[src/rtl/axis_sqr_acc.sv]
// AXI-Stream squarer: elastic multi-stage square pipeline feeding either a per-beat output
// (MODE 0) or a saturating per-packet sum-of-squares accumulator (MODE 1).
module axis_sqr_acc #(
    parameter int unsigned WIDTH      = 16,
    parameter int unsigned SIGNED     = 0,
    parameter int unsigned MODE       = 0,
    parameter int unsigned MUL_STAGES = 1,
    parameter int unsigned ACC_W      = 2 * WIDTH + 8
) (
    input  logic             clk,
    input  logic             rst,
    input  logic             s_axis_tvalid,
    output logic             s_axis_tready,
    input  logic [WIDTH-1:0] s_axis_tdata,
    input  logic             s_axis_tlast,
    output logic             m_axis_tvalid,
    input  logic             m_axis_tready,
    output logic [ACC_W-1:0] m_axis_tdata,
    output logic             m_axis_tlast,
    output logic             m_axis_tuser
);
    localparam int unsigned NS = MUL_STAGES + 2;
    localparam int unsigned PW = 2 * WIDTH + 1;

    typedef enum logic {StAcc, StHold} acc_st_e;

    if (WIDTH < 2) begin : g_bad_width
        $error("WIDTH must be at least 2");
    end
    if (ACC_W < 2 * WIDTH) begin : g_bad_acc_w
        $error("ACC_W must be at least 2*WIDTH");
    end
    if (MUL_STAGES < 1 || MUL_STAGES > 4) begin : g_bad_stages
        $error("MUL_STAGES must be 1..4");
    end
    if (MODE > 1) begin : g_bad_mode
        $error("MODE must be 0 or 1");
    end

    // Stage payload is {tlast, data}; stage 0 holds the raw sample, later stages the square.
    logic [PW-1:0] st_dat [NS];
    logic          st_vld [NS];
    logic          st_rdy [NS];
    logic          last_rdy;

    logic signed [2*WIDTH+1:0] x_ext;
    logic signed [2*WIDTH+1:0] prod;
    logic        [2*WIDTH-1:0] sq;
    logic                      x_msb;
    logic                      unused_bits;

    assign x_msb       = (SIGNED != 0) ? st_dat[0][WIDTH-1] : 1'b0;
    assign x_ext       = {{(WIDTH + 2){x_msb}}, st_dat[0][WIDTH-1:0]};
    assign prod        = x_ext * x_ext;
    assign sq          = prod[2*WIDTH-1:0];
    assign unused_bits = ^{prod[2*WIDTH+1:2*WIDTH], st_dat[0][2*WIDTH-1:WIDTH]};

    for (genvar i = 0; i < NS; i++) begin : g_stage
        logic          in_vld;
        logic          out_rdy;
        logic          in_fire;
        logic [PW-1:0] in_dat;
        logic [PW-1:0] main_q, main_d, skid_q, skid_d;
        logic          main_vld_q, main_vld_d, skid_vld_q, skid_vld_d, rdy_q, rdy_d;

        if (i == 0) begin : g_in
            assign in_vld = s_axis_tvalid;
            assign in_dat = {s_axis_tlast, {WIDTH{1'b0}}, s_axis_tdata};
        end else if (i == 1) begin : g_sq
            assign in_vld = st_vld[0];
            assign in_dat = {st_dat[0][PW-1], sq};
        end else begin : g_dly
            assign in_vld = st_vld[i-1];
            assign in_dat = st_dat[i-1];
        end

        if (i == NS - 1) begin : g_tail
            assign out_rdy = last_rdy;
        end else begin : g_mid
            assign out_rdy = st_rdy[i+1];
        end

        assign in_fire = in_vld && rdy_q;

        // Skid entry only fills when the main entry is full and stalled; ready is its inverse.
        always_comb begin
            main_d     = main_q;
            main_vld_d = main_vld_q;
            skid_d     = skid_q;
            skid_vld_d = skid_vld_q;
            if (out_rdy || !main_vld_q) begin
                if (skid_vld_q) begin
                    main_d     = skid_q;
                    main_vld_d = 1'b1;
                    skid_vld_d = 1'b0;
                end else begin
                    main_vld_d = in_fire;
                    if (in_fire) main_d = in_dat;
                end
            end else if (in_fire) begin
                skid_d     = in_dat;
                skid_vld_d = 1'b1;
            end
            rdy_d = !skid_vld_d;
        end

        always_ff @(posedge clk) begin
            if (rst) begin
                main_q     <= '0;
                skid_q     <= '0;
                main_vld_q <= 1'b0;
                skid_vld_q <= 1'b0;
                rdy_q      <= 1'b0;
            end else begin
                main_q     <= main_d;
                skid_q     <= skid_d;
                main_vld_q <= main_vld_d;
                skid_vld_q <= skid_vld_d;
                rdy_q      <= rdy_d;
            end
        end

        assign st_dat[i] = main_q;
        assign st_vld[i] = main_vld_q;
        assign st_rdy[i] = rdy_q;
    end

    assign s_axis_tready = st_rdy[0];

    if (MODE == 0) begin : g_beat
        assign last_rdy      = m_axis_tready;
        assign m_axis_tvalid = st_vld[NS-1];
        assign m_axis_tlast  = st_dat[NS-1][PW-1];
        assign m_axis_tuser  = 1'b0;
        always_comb begin
            m_axis_tdata              = '0;
            m_axis_tdata[2*WIDTH-1:0] = st_dat[NS-1][2*WIDTH-1:0];
        end
    end else begin : g_acc
        acc_st_e          st_q;
        logic [ACC_W-1:0] acc_q, sq_ext, acc_nxt, out_dat_q;
        logic [ACC_W:0]   sum;
        logic             sat_q, sat_nxt, out_vld_q, out_last_q, out_user_q;
        logic             take, tl, out_free;

        always_comb begin
            sq_ext              = '0;
            sq_ext[2*WIDTH-1:0] = st_dat[NS-1][2*WIDTH-1:0];
        end

        assign sum      = {1'b0, acc_q} + {1'b0, sq_ext};
        assign sat_nxt  = sat_q || sum[ACC_W];
        assign acc_nxt  = sat_nxt ? '1 : sum[ACC_W-1:0];
        assign last_rdy = (st_q == StAcc);
        assign take     = st_vld[NS-1] && (st_q == StAcc);
        assign tl       = st_dat[NS-1][PW-1];
        assign out_free = !out_vld_q || m_axis_tready;

        // HOLD parks a finished sum in the accumulator while the output register is stalled.
        always_ff @(posedge clk) begin
            if (rst) begin
                st_q       <= StAcc;
                acc_q      <= '0;
                sat_q      <= 1'b0;
                out_vld_q  <= 1'b0;
                out_dat_q  <= '0;
                out_last_q <= 1'b0;
                out_user_q <= 1'b0;
            end else begin
                if (out_vld_q && m_axis_tready) out_vld_q <= 1'b0;
                unique case (st_q)
                    StAcc: begin
                        if (take && tl && out_free) begin
                            out_vld_q  <= 1'b1;
                            out_dat_q  <= acc_nxt;
                            out_user_q <= sat_nxt;
                            out_last_q <= 1'b1;
                            acc_q      <= '0;
                            sat_q      <= 1'b0;
                        end else if (take) begin
                            acc_q <= acc_nxt;
                            sat_q <= sat_nxt;
                            if (tl) st_q <= StHold;
                        end
                    end
                    StHold: begin
                        if (out_vld_q && m_axis_tready) begin
                            out_vld_q  <= 1'b1;
                            out_dat_q  <= acc_q;
                            out_user_q <= sat_q;
                            out_last_q <= 1'b1;
                            acc_q      <= '0;
                            sat_q      <= 1'b0;
                            st_q       <= StAcc;
                        end
                    end
                    default: st_q <= StAcc;
                endcase
            end
        end

        assign m_axis_tvalid = out_vld_q;
        assign m_axis_tdata  = out_dat_q;
        assign m_axis_tlast  = out_last_q;
        assign m_axis_tuser  = out_user_q;
    end

endmodule

[config.mk]
export PLATFORM = sky130hd
export DESIGN_NAME = axis_sqr_acc
export DESIGN_NICKNAME = d
export VERILOG_FILES = /design/src/rtl/axis_sqr_acc.sv
export SDC_FILE = /design/constraint.sdc
export NUM_CORES = 1
export LEC_CHECK = 0
export BUFFER_PORTS_ARGS = -buffer_cell sky130_fd_sc_hd__buf_2
export CAP_MARGIN = 10
export CORE_MARGIN = 5
export CORE_UTILIZATION = 50
export DETAILED_ROUTE_END_ITERATION = 16
export GPL_ROUTABILITY_DRIVEN = 0
export PLACE_DENSITY_LB_ADDON = 0.3
export SLEW_MARGIN = 40
export SYNTH_ARGS = -nofsm -noshare
export SYNTH_HDL_FRONTEND = slang
export SYNTH_SLANG_ARGS = --single-unit
[constraint.sdc]
create_clock -name clk -period 11.25 [get_ports clk]
set_clock_uncertainty 0.1 [all_clocks]
set_input_delay 2.25 -clock clk [delete_from_list [all_inputs] [get_ports clk]]
set_output_delay 2.25 -clock clk [all_outputs]
set_load 0.05 [all_outputs]
==> results of run 1 <==
[logic make-up after synthesis]
logic type | synth area share, %
other | 0.0264
multiplexers | 4.10
AND/OR/NAND/NOR | 14.3
adder cells (fa/ha/maj) | 31.8
flip-flops | 24.1
AO/OA/AOI/OAI | 13.7
XOR/XNOR | 2.28
buffers and inverters | 9.61
[sequential cells by signal (all words and copies together), names as in the netlist]
signal,flops
m_axis_tvalid,1
g_stage.skid_q,81
s_axis_tready,1
g_stage.skid_vld_q,3
g_stage.main_q,81
g_stage.out_rdy,2
g_stage.main_vld_q,2
[cell usage in the layout (no fill, tap or decap), types with 3 or more instances in the layout]
cell       instances
o21ai_2            4
inv_1            254
a311oi_1           5
nor3b_1            4
buf_2             53
nor2_1           132
bufinv_16          3
inv_8              3
and3_1            11
o21bai_1           6
nand3_1           12
mux2i_1           57
conb_1            10
a21o_1            16
inv_6              4
and2_1            36
xor2_1            12
o21ai_0           21
nor2b_1            9
or2_2              3
ha_1             102
nand2b_1           5
o21a_1             4
nand2_1          247
a31oi_1            5
a21oi_1          117
fa_1             162
xnor2_1           25
o21ai_1            4
buf_4              8
nor3_1            13
clkbuf_16         17
dfxtp_1          169
o211ai_1          11
a211oi_1          69
[area by class of cell]
cell class | count | area (um^2)
Fill cell | 2586 | 12600
Multi-Input combinational cell | 1141 | 9450
Sequential cell | 171 | 3430
Inverter | 255 | 957
Tap cell | 378 | 473
Clock buffer | 18 | 439
Timing Repair Buffer | 63 | 348
Clock inverter | 14 | 200
[power groups by stage]
stage / clock network (mW) / registers (mW) / logic [mW]
floorplan: 0 / 0.654 / 0.306
global placement: 0 / 0.661 / 0.393
detailed placement: 0 / 0.662 / 0.404
CTS: 0.654 / 0.648 / 0.407
global route: 0.682 / 0.651 / 0.457
finish: 0.643 / 0.648 / 0.404
[metrics by stage]
step,hold WS [ps],cell area (um^2)
floorplan,327,14200
CTS,355,15300
global placement,341,14600
global route,374,15300
finish,355,15300
detailed placement,346,14700
[metal layers]
| layer | up-vias | share of wire [%] | track usage [%] |
|---|---|---|---|
| met4 | 0 | 2.7 | 6.62 |
| met5 | - | 0 | 0 |
| met3 | 47 | 4.2 | 3.05 |
| li1 | 5280 | - | - |
| met1 | 5174 | 43 | 26.6 |
| met2 | 215 | 50 | 35.5 |
[worst min-delay path: stages (launching register included)]
cell and delay, ps:
dfxtp_1 310, nand2_1 50, a21oi_1 50
[path summary, 6_finish.rpt]
path / to / cells past startpoint / startpoint
max: g_stage[1].main_q[26] / 21 / g_stage[0].main_q[13]
min: g_stage[1].skid_q[8] / 2 / g_stage[1].skid_q[8]
max reg2reg: g_stage[1].main_q[26] / 21 / g_stage[0].main_q[13]
min reg2reg: g_stage[1].skid_q[8] / 2 / g_stage[1].skid_q[8]
==> run_results.csv, run 1 <==
group,metric,value,unit
pwr,power_frac_seq,38.2,%
drt,dr.pass1.iters,5,
die,fp.coreArea,27900,um^2
grt,gr-usage-all-layers,20.6,%
worst_setup_path,start_kind,"flip-flop",
finish,antenna_cells,0,
clocking,insertion_delay,440,ps
clocking,cts_tree,"yes",
die,die_area,31800,um^2
timing,finalSetupViolCount,0,
finish,instances_no_fill,2040,
drt,wl,31500,um
pwr,power.internal,1.13,mW
synth,syn-mean-instance-area,8.58,um^2
worst_setup_path,r2r_slack,4610,ps
clocking,cts_inserted_buffers,17,
pwr,power,1.69,mW
worst_setup_path,crit_path_end_kind,"flip-flop",
pwr,switching_share,33.2,%
synth,ys_seq_area_share,24.1,%
timing,fmax,151,MHz
timing,tightest_slew,825,ps
grt,overflow,0,
synth,synth.distinct_cells,61,
clocking,postCtsHoldBufs,0,
outcome,status,"finished clean",
clocking,cts.path.max_buffers,2,
drt,vias_per_cell,5.25,
worst_setup_path,cp_max_fo,15,
drt,drc,0,
worst_hold_path,hold_path.class,"flip-flop to flip-flop",
grt,grt_max_degree,97,
synth,synth.area.top_cells,"dfxtp_1 24%, fa_1 23%, ha_1 9.0%",
run,cap_violations,0,
drt,final_antenna_net_count,0,
worst_setup_path,max_stage_delay,720,ps
worst_setup_path,crit_buf_inv,4,
finish,area_growth,7.79,%
pwr,p_sw,562,uW
pwr,ir_drop,0.0931,mV
pwr,p_leak,7.15,nW
timing,relSlewSlack,44.9,%
clocking,cts_root_buffer,"clkbuf_16",
timing,slew_viol_final,0,
worst_setup_path,critPathTopFamily,"adder cells",
worst_setup_path,crit_arrival,6880,ps
grt,grt_first_pass_wirelength,52700,um
synth,synth_top_area_cell,"dfxtp_1",
clocking,htree_levels,4,
worst_setup_path,crit_type,"flip-flop to flip-flop",
finish,final_util,54.8,%
worst_setup_path,critPathSlowestCell,"dfxtp_1",
die,boundaryPins,65,
synth,syn_area,14200,um^2
timing,fin_crit,6640,ps
clocking,cts.reportedPaths.clkPinSlew,70,ps
finish,final_nets,1934,
pwr,power.density,111,nW/um^2
synth,synth-edff-count,0,
synth,netlist.area_leader.share,24.1,%
grt,grt_pass1_vias,10900,
synth,synth-seq-cells,171,
place,pre_cts_ws,4650,ps
timing,worst_slack,4610,ps
pwr,p_comb_share,23.8,%
die,rows,61,
worst_setup_path,crit_chain,"inv_1 -> nor2_1 -> ha_1 -> xor2_1 -> fa_1 -> inv_1 -> fa_1 -> fa_1 -> fa_1 -> inv_1 -> fa_1 -> inv_1 -> ha_1 -> a21oi_1 -> o21ai_2 -> a31o_1 -> a21o_1 -> a31oi_4 -> o21bai_2 -> xnor2_1 -> a2111oi_2",
synth,yosys.cell_count.top_type,"inv_1",
clocking,clock-sinks,171,
drt,avgRoutedWirePerCell,15.4,um
die,die_w,178,um
synth,postSynthCellCount,1654,
grt,antenna_found_initial,0,
worst_setup_path,cp_common_cell,"fa_1",
place,dp_cells,2008,
place,hpwl,23800,um
finish,drive_gt1_share,7.52,%
synth,yosys_most_used_dff,"dfxtp_1",
clocking,cts-resized-gates,0,
synth,yosys_warnings,0,
timing,hold_viol,0,
worst_setup_path,cp.required,11490,ps
drt,vias,10700,
timing,post-route-period-util,59.0,%
die,start_util,50.8,%
place,port-buffer-count,54,
synth,synthTopCellsByCount,"254 x inv_1, 247 x nand2_1, 171 x dfxtp_1",
drt,drt_iter0_markers,645,
die,die_h,178,um
timing,rsz0062_at_grt,"no",
pwr,power.share.clock,37.9,%
synth,async_reset_ff_share,0,%
timing,setup_tns,0,ps
clocking,cts_setup_buffers,0,
Note: power is estimated with default switching activity, not from simulation.
==> inputs of run 2 (changes only) <==
==> constraint.sdc (replaced) <==
create_clock -name clk -period 6.7 [get_ports clk]
set_clock_uncertainty 0.1 [all_clocks]
set_input_delay 1.34 -clock clk [delete_from_list [all_inputs] [get_ports clk]]
set_output_delay 1.34 -clock clk [all_outputs]
set_load 0.05 [all_outputs]
==> run 2 against run 1 <==
Register-to-register slack worse by 4200 ps. Worst setup slack worse by 4200 ps. Final area up 0.42%. Flip-flop and latch count unchanged. Via count up 1.4%. Core utilization up 0.23 points. Sequential power up 67%. Non-clock buffer count up 16. First-iteration DRC count up 4.8%. Fmax up 5.1%. Critical endpoint is now g_stage[1].main_q[30]. Largest cell class unchanged.
==> run_results.csv, run 2 (same netlist as run 1, synthesis figures left out) <==
group,metric,value,unit
place,pre_cts_ws,249,ps
pwr,switching_share,34.9,%
worst_setup_path,crit_path_end_kind,"flip-flop",
grt,grt.busiest_layer,"met2",
finish,final_util,55.0,%
pwr,power.internal,1.79,mW
die,start_util,50.8,%
worst_setup_path,r2r_slack,380,ps
worst_setup_path,crit_arrival,6550,ps
finish,antenna_cells,0,
run,cap_violations,0,
drt,vias_per_cell,5.29,
grt,grt_first_pass_wirelength,54100,um
worst_setup_path,critPathSlowestCell,"dfxtp_1",
place,dp_cells,2024,
finish,area_growth,8.24,%
finish,drive_gt1_share,8.64,%
timing,tightest_slew,814,ps
clocking,insertion_delay,440,ps
place,port-buffer-count,54,
clocking,clock-sinks,171,
drt,drt_iter0_markers,676,
worst_setup_path,start_kind,"flip-flop",
clocking,cts-resized-gates,0,
worst_setup_path,crit_buf_inv,4,
grt,overflow,0,
grt,gr-usage-all-layers,20.9,%
timing,relSlewSlack,45.7,%
drt,avgRoutedWirePerCell,15.6,um
die,fp.coreArea,27900,um^2
pwr,p_leak,7.20,nW
timing,finalSetupViolCount,0,
drt,vias,10900,
pwr,p_sw,960,uW
pwr,power.share.clock,35.7,%
grt,gr-usage-met2,35.5,%
pwr,power_frac_seq,39.3,%
pwr,ir_drop,0.143,mV
timing,setup_tns,0,ps
finish,instances_no_fill,2056,
die,rows,61,
timing,fmax,158,MHz
drt,drc,0,
worst_setup_path,crit_type,"flip-flop to flip-flop",
worst_setup_path,crit_chain,"and2_1 -> fa_1 -> inv_1 -> fa_1 -> inv_1 -> fa_1 -> fa_1 -> fa_1 -> inv_1 -> fa_1 -> inv_1 -> ha_1 -> a21oi_1 -> o21ai_2 -> a31o_1 -> a21o_1 -> a31oi_4 -> o21ai_2 -> xnor2_1 -> a2111oi_2",
worst_setup_path,cp_common_cell,"fa_1",
die,die_h,178,um
timing,fin_crit,6320,ps
grt,use_met1,26.8,%
worst_setup_path,critPathTopFamily,"adder cells",
clocking,cts_setup_buffers,0,
die,die_w,178,um
die,die_area,31800,um^2
clocking,cts_tree,"yes",
finish,final_common_cell,"inv_1",
clocking,cts_root_buffer,"clkbuf_16",
worst_setup_path,max_stage_delay,740,ps
worst_hold_path,hold_path.class,"flip-flop to flip-flop",
timing,worst_slack,380,ps
pwr,p_comb_share,25.0,%
clocking,htree_levels,4,
die,boundaryPins,65,
drt,final_antenna_net_count,0,
worst_setup_path,cp.required,6930,ps
finish,top_regs,"g_stage.main_q: 81 flops, g_stage.skid_q: 81 flops, g_stage.skid_vld_q: 3 flops",
timing,hold_viol,0,
grt,grt_pass1_vias,11200,
timing,rsz0062_at_grt,"no",
timing,post-route-period-util,94.3,%
finish,layout_common_cells,"254 x inv_1, 247 x nand2_1, 165 x dfxtp_1, 162 x fa_1, 132 x nor2_1",
worst_setup_path,cp_max_fo,15,
pwr,power.density,179,nW/um^2
clocking,cts.path.max_buffers,2,
clocking,postCtsHoldBufs,0,
drt,wl,32200,um
timing,slew_viol_final,0,
grt,grt_max_degree,103,
clocking,cts_inserted_buffers,17,
clocking,cts.reportedPaths.clkPinSlew,80,ps
grt,antenna_found_initial,0,
place,hpwl,24500,um
drt,dr.pass1.iters,5,
finish,final_nets,1950,
outcome,status,"finished clean",
grt,groute.layer.met3.usage,3.41,%
## run 2: cell count changes in the layout (fill, tap and decap cells not counted), sizes merged
cell    before  now
inv        261  260
buf         63   79
bufinv       3    0
clkinv       4    9
clkbuf      18   17
## run 2: metrics by stage
| step | instance area [um^2] | power [mW] | hold slack [ps] |
|---|---|---|---|
| global placement | 14800 | 1.78 | 341 |
| floorplan | 14200 | 1.61 | 327 |
| CTS | 15400 | 2.77 | 355 |
| detailed placement | 14800 | 1.79 | 346 |
| global route | 15400 | 2.91 | 372 |
| finish | 15400 | 2.75 | 355 |
## run 2: area by class of cell
cell class | instances | area, um^2
Clock inverter | 15 | 156
Timing Repair Buffer | 79 | 464
Sequential cell | 171 | 3430
Multi-Input combinational cell | 1141 | 9450
Clock buffer | 17 | 425
Inverter | 255 | 957
Fill cell | 2582 | 12600
Tap cell | 378 | 473
## run 2: final timing paths
path,start,end,cells past startpoint
worst max-delay path,g_stage[0].main_q[10],g_stage[1].main_q[30],20
worst min-delay path,g_stage[2].skid_q[11],g_stage[2].skid_q[11],2
worst max register to register,g_stage[0].main_q[10],g_stage[1].main_q[30],20
worst min register to register,g_stage[2].skid_q[11],g_stage[2].skid_q[11],2
## run 2: power by group through the flow
stage / Combinational, mW / Clock, mW / Sequential, mW
CTS: 0.696 / 0.998 / 1.08
detailed placement: 0.690 / 0 / 1.10
global placement: 0.676 / 0 / 1.10
floorplan: 0.514 / 0 / 1.10
finish: 0.689 / 0.981 / 1.08
global route: 0.784 / 1.04 / 1.08
## run 2: tightest hold or removal path: stages (launching register included)
cell,delay (ps)
dfxtp_1,310
nand2_1,50
a21oi_1,50
## run 2: per-layer routing
metal | part of all wire (%) | wire length, um | up-vias
met1 | 43 | 13800 | 5241
met4 | 3.1 | 999 | 0
met5 | 0 | 0 | -
met3 | 4.6 | 1480 | 57
met2 | 49 | 15900 | 248
li1 | - | - | 5324
==> inputs of run 3 (changes only) <==
--- a/config.mk
+++ b/config.mk
@@ -12,6 +12,7 @@
 export DETAILED_ROUTE_END_ITERATION = 16
 export GPL_ROUTABILITY_DRIVEN = 0
 export PLACE_DENSITY_LB_ADDON = 0.3
+export RECOVER_POWER = 50
 export SLEW_MARGIN = 40
 export SYNTH_ARGS = -nofsm -noshare
 export SYNTH_HDL_FRONTEND = slang
==> run 3 against run 2 <==
The run now ends with capacitance limit, slew limit left. Final cell count unchanged. Non-clock buffer count unchanged. Worst setup slack worse by 6.1 ps. Global-route usage unchanged. Sequential share of layout area up 0.093 points. Critical endpoint unchanged. Largest power group unchanged.
==> run_results.csv, run 3 (same netlist as run 1, synthesis figures left out) <==
group,metric,value,unit
outcome,status,"complete, but fails checks",
outcome,failed_checks,"capacitance limit, slew limit",
finish,design_area,15300,um^2
worst_setup_path,cp_max_fo,15,
drt,final_antenna_net_count,0,
die,die_h,178,um
finish,final_nets,1950,
finish,multiInputGateArea,9450,um^2
finish,drive_gt1_share,6.20,%
finish,final_util,54.8,%
worst_setup_path,critPathSlowestCell,"dfxtp_1",
die,die_w,178,um
run,cap_violations,3,
grt,grt_max_degree,103,
clocking,insertion_delay,430,ps
timing,slew_viol_final,153,
worst_setup_path,crit_path_end_kind,"flip-flop",
clocking,cts_inserted_buffers,17,
finish,regArea,3430,um^2
die,fp.coreArea,27900,um^2
worst_setup_path,cp_common_cell,"fa_1",
pwr,ir_drop,0.143,mV
timing,fin_crit,6330,ps
worst_setup_path,crit_chain,"and2_1 -> fa_1 -> inv_1 -> fa_1 -> inv_1 -> fa_1 -> fa_1 -> fa_1 -> inv_1 -> fa_1 -> inv_1 -> ha_1 -> a21oi_1 -> o21ai_2 -> a31o_1 -> a21o_1 -> a31oi_4 -> o21ai_2 -> xnor2_1 -> a2111oi_2",
worst_setup_path,cp.required,6930,ps
worst_setup_path,critPathTopFamily,"adder cells",
pwr,power,2.75,mW
worst_setup_path,crit_buf_inv,4,
clocking,cts_setup_buffers,0,
clocking,clock-sinks,171,
pwr,power.share.clock,35.7,%
worst_hold_path,hold_path.class,"flip-flop to flip-flop",
finish,instances_no_fill,2056,
finish,layout_common_cells,"254 x inv_1, 247 x nand2_1, 165 x dfxtp_1, 162 x fa_1, 132 x nor2_1",
clocking,cts.reportedPaths.clkPinSlew,80,ps
drt,dr.pass1.iters,5,
drt,wl,32100,um
drt,drc,0,
place,port-buffer-count,54,
grt,overflow,0,
timing,fmax,158,MHz
clocking,cts_tree,"yes",
grt,antenna_found_initial,0,
place,dp_cells,2024,
pwr,power.internal,1.79,mW
timing,finalSetupViolCount,0,
pwr,switching_share,34.9,%
clocking,cts_root_buffer,"clkbuf_16",
drt,vias,10900,
die,boundaryPins,65,
timing,tightest_slew,2410,ps
timing,hold_viol,0,
worst_setup_path,crit_type,"flip-flop to flip-flop",
timing,setup_tns,0,ps
place,place_area,14800,um^2
pwr,p_comb_share,25.0,%
pwr,power.density,180,nW/um^2
timing,post-route-period-util,94.4,%
drt,drt_iter0_markers,554,
place,hpwl,24500,um
finish,antenna_cells,0,
drt,vias_per_cell,5.28,
timing,worst_slack,374,ps
pwr,p_sw,957,uW
pwr,power_frac_seq,39.4,%
grt,gr-usage-all-layers,20.9,%
timing,rsz0062_at_grt,"no",
grt,grt_pass1_vias,11200,
clocking,htree_levels,4,
worst_setup_path,max_stage_delay,740,ps
drt,avgRoutedWirePerCell,15.6,um
worst_setup_path,start_kind,"flip-flop",
place,pre_cts_ws,249,ps
finish,nFillCells,2608,
pwr,p_leak,7.03,nW
grt,grt_first_pass_wirelength,54100,um
clocking,cts.path.max_buffers,2,
die,die_area,31800,um^2
timing,relSlewSlack,-60.4,%
timing,hold_slack,354,ps
finish,top_regs,"g_stage.main_q: 81 flops, g_stage.skid_q: 81 flops, g_stage.skid_vld_q: 3 flops",
finish,final_common_cell,"inv_1",
die,rows,61,
worst_setup_path,crit_arrival,6550,ps
die,start_util,50.8,%
finish,area_growth,7.79,%
run 3: cell types whose count changed in the layout (fill, tap and decap cells not counted), sizes merged:
cell and delta:
buf -40, clkbuf +40
run 3: final cells by class:
| cell class | instances | area share (%) |
|---|---|---|
| Multi-Input combinational cell | 1141 | 61.8 |
| Sequential cell | 171 | 22.4 |
| Inverter | 255 | 6.26 |
| Tap cell | 378 | 3.09 |
| Clock buffer | 17 | 2.78 |
| Timing Repair Buffer | 79 | 2.63 |
| Clock inverter | 15 | 1.02 |
run 3: what timing repair did:
item                                    CTS  global route
hold buffers                              0             0
resized for setup                         0             4
endpoints found under the setup margin    0            12
run 3: per-layer routing:
layer / vias to the layer above / track usage (%) / wire, um
met3: 60 / 3.41 / 1510
met4: 0 / 7.93 / 1030
met2: 250 / 35.5 / 15800
met5: - / 0 / 0
met1: 5233 / 26.8 / 13700
li1: 5315 / - / -
run 3: path summary, 6_finish.rpt:
check / slack [ps] / to / startpoint / depth (start not counted)
max reg2reg: 370 / g_stage[1].main_q[30] / g_stage[0].main_q[10] / 20
min reg2reg: 350 / g_stage[0].skid_q[15] / g_stage[0].skid_q[15] / 2
min: 350 / g_stage[0].skid_q[15] / g_stage[0].skid_q[15] / 2
max: 370 / g_stage[1].main_q[30] / g_stage[0].main_q[10] / 20
run 3: worst register-to-register path: stages (launching register included):
cell       delay [ps]
dfxtp_1           740
and2_1            300
fa_1              440
inv_1              90
fa_1              410
inv_1              80
fa_1              440
fa_1              520
fa_1              490
inv_1              50
fa_1              470
inv_1              40
ha_1              370
a21oi_1           320
o21ai_2           110
a31o_1            230
a21o_1            190
a31oi_4           210
o21ai_2           100
xnor2_1           160
a2111oi_2         360
run 3: power groups by stage:
stage | logic (mW) | clock network (mW) | registers [mW]
after floorplan | 0.514 | 0 | 1.10
after global placement | 0.676 | 0 | 1.10
after detailed placement | 0.690 | 0 | 1.10
after CTS | 0.696 | 0.998 | 1.08
after global routing | 0.783 | 1.04 | 1.09
final | 0.686 | 0.980 | 1.08
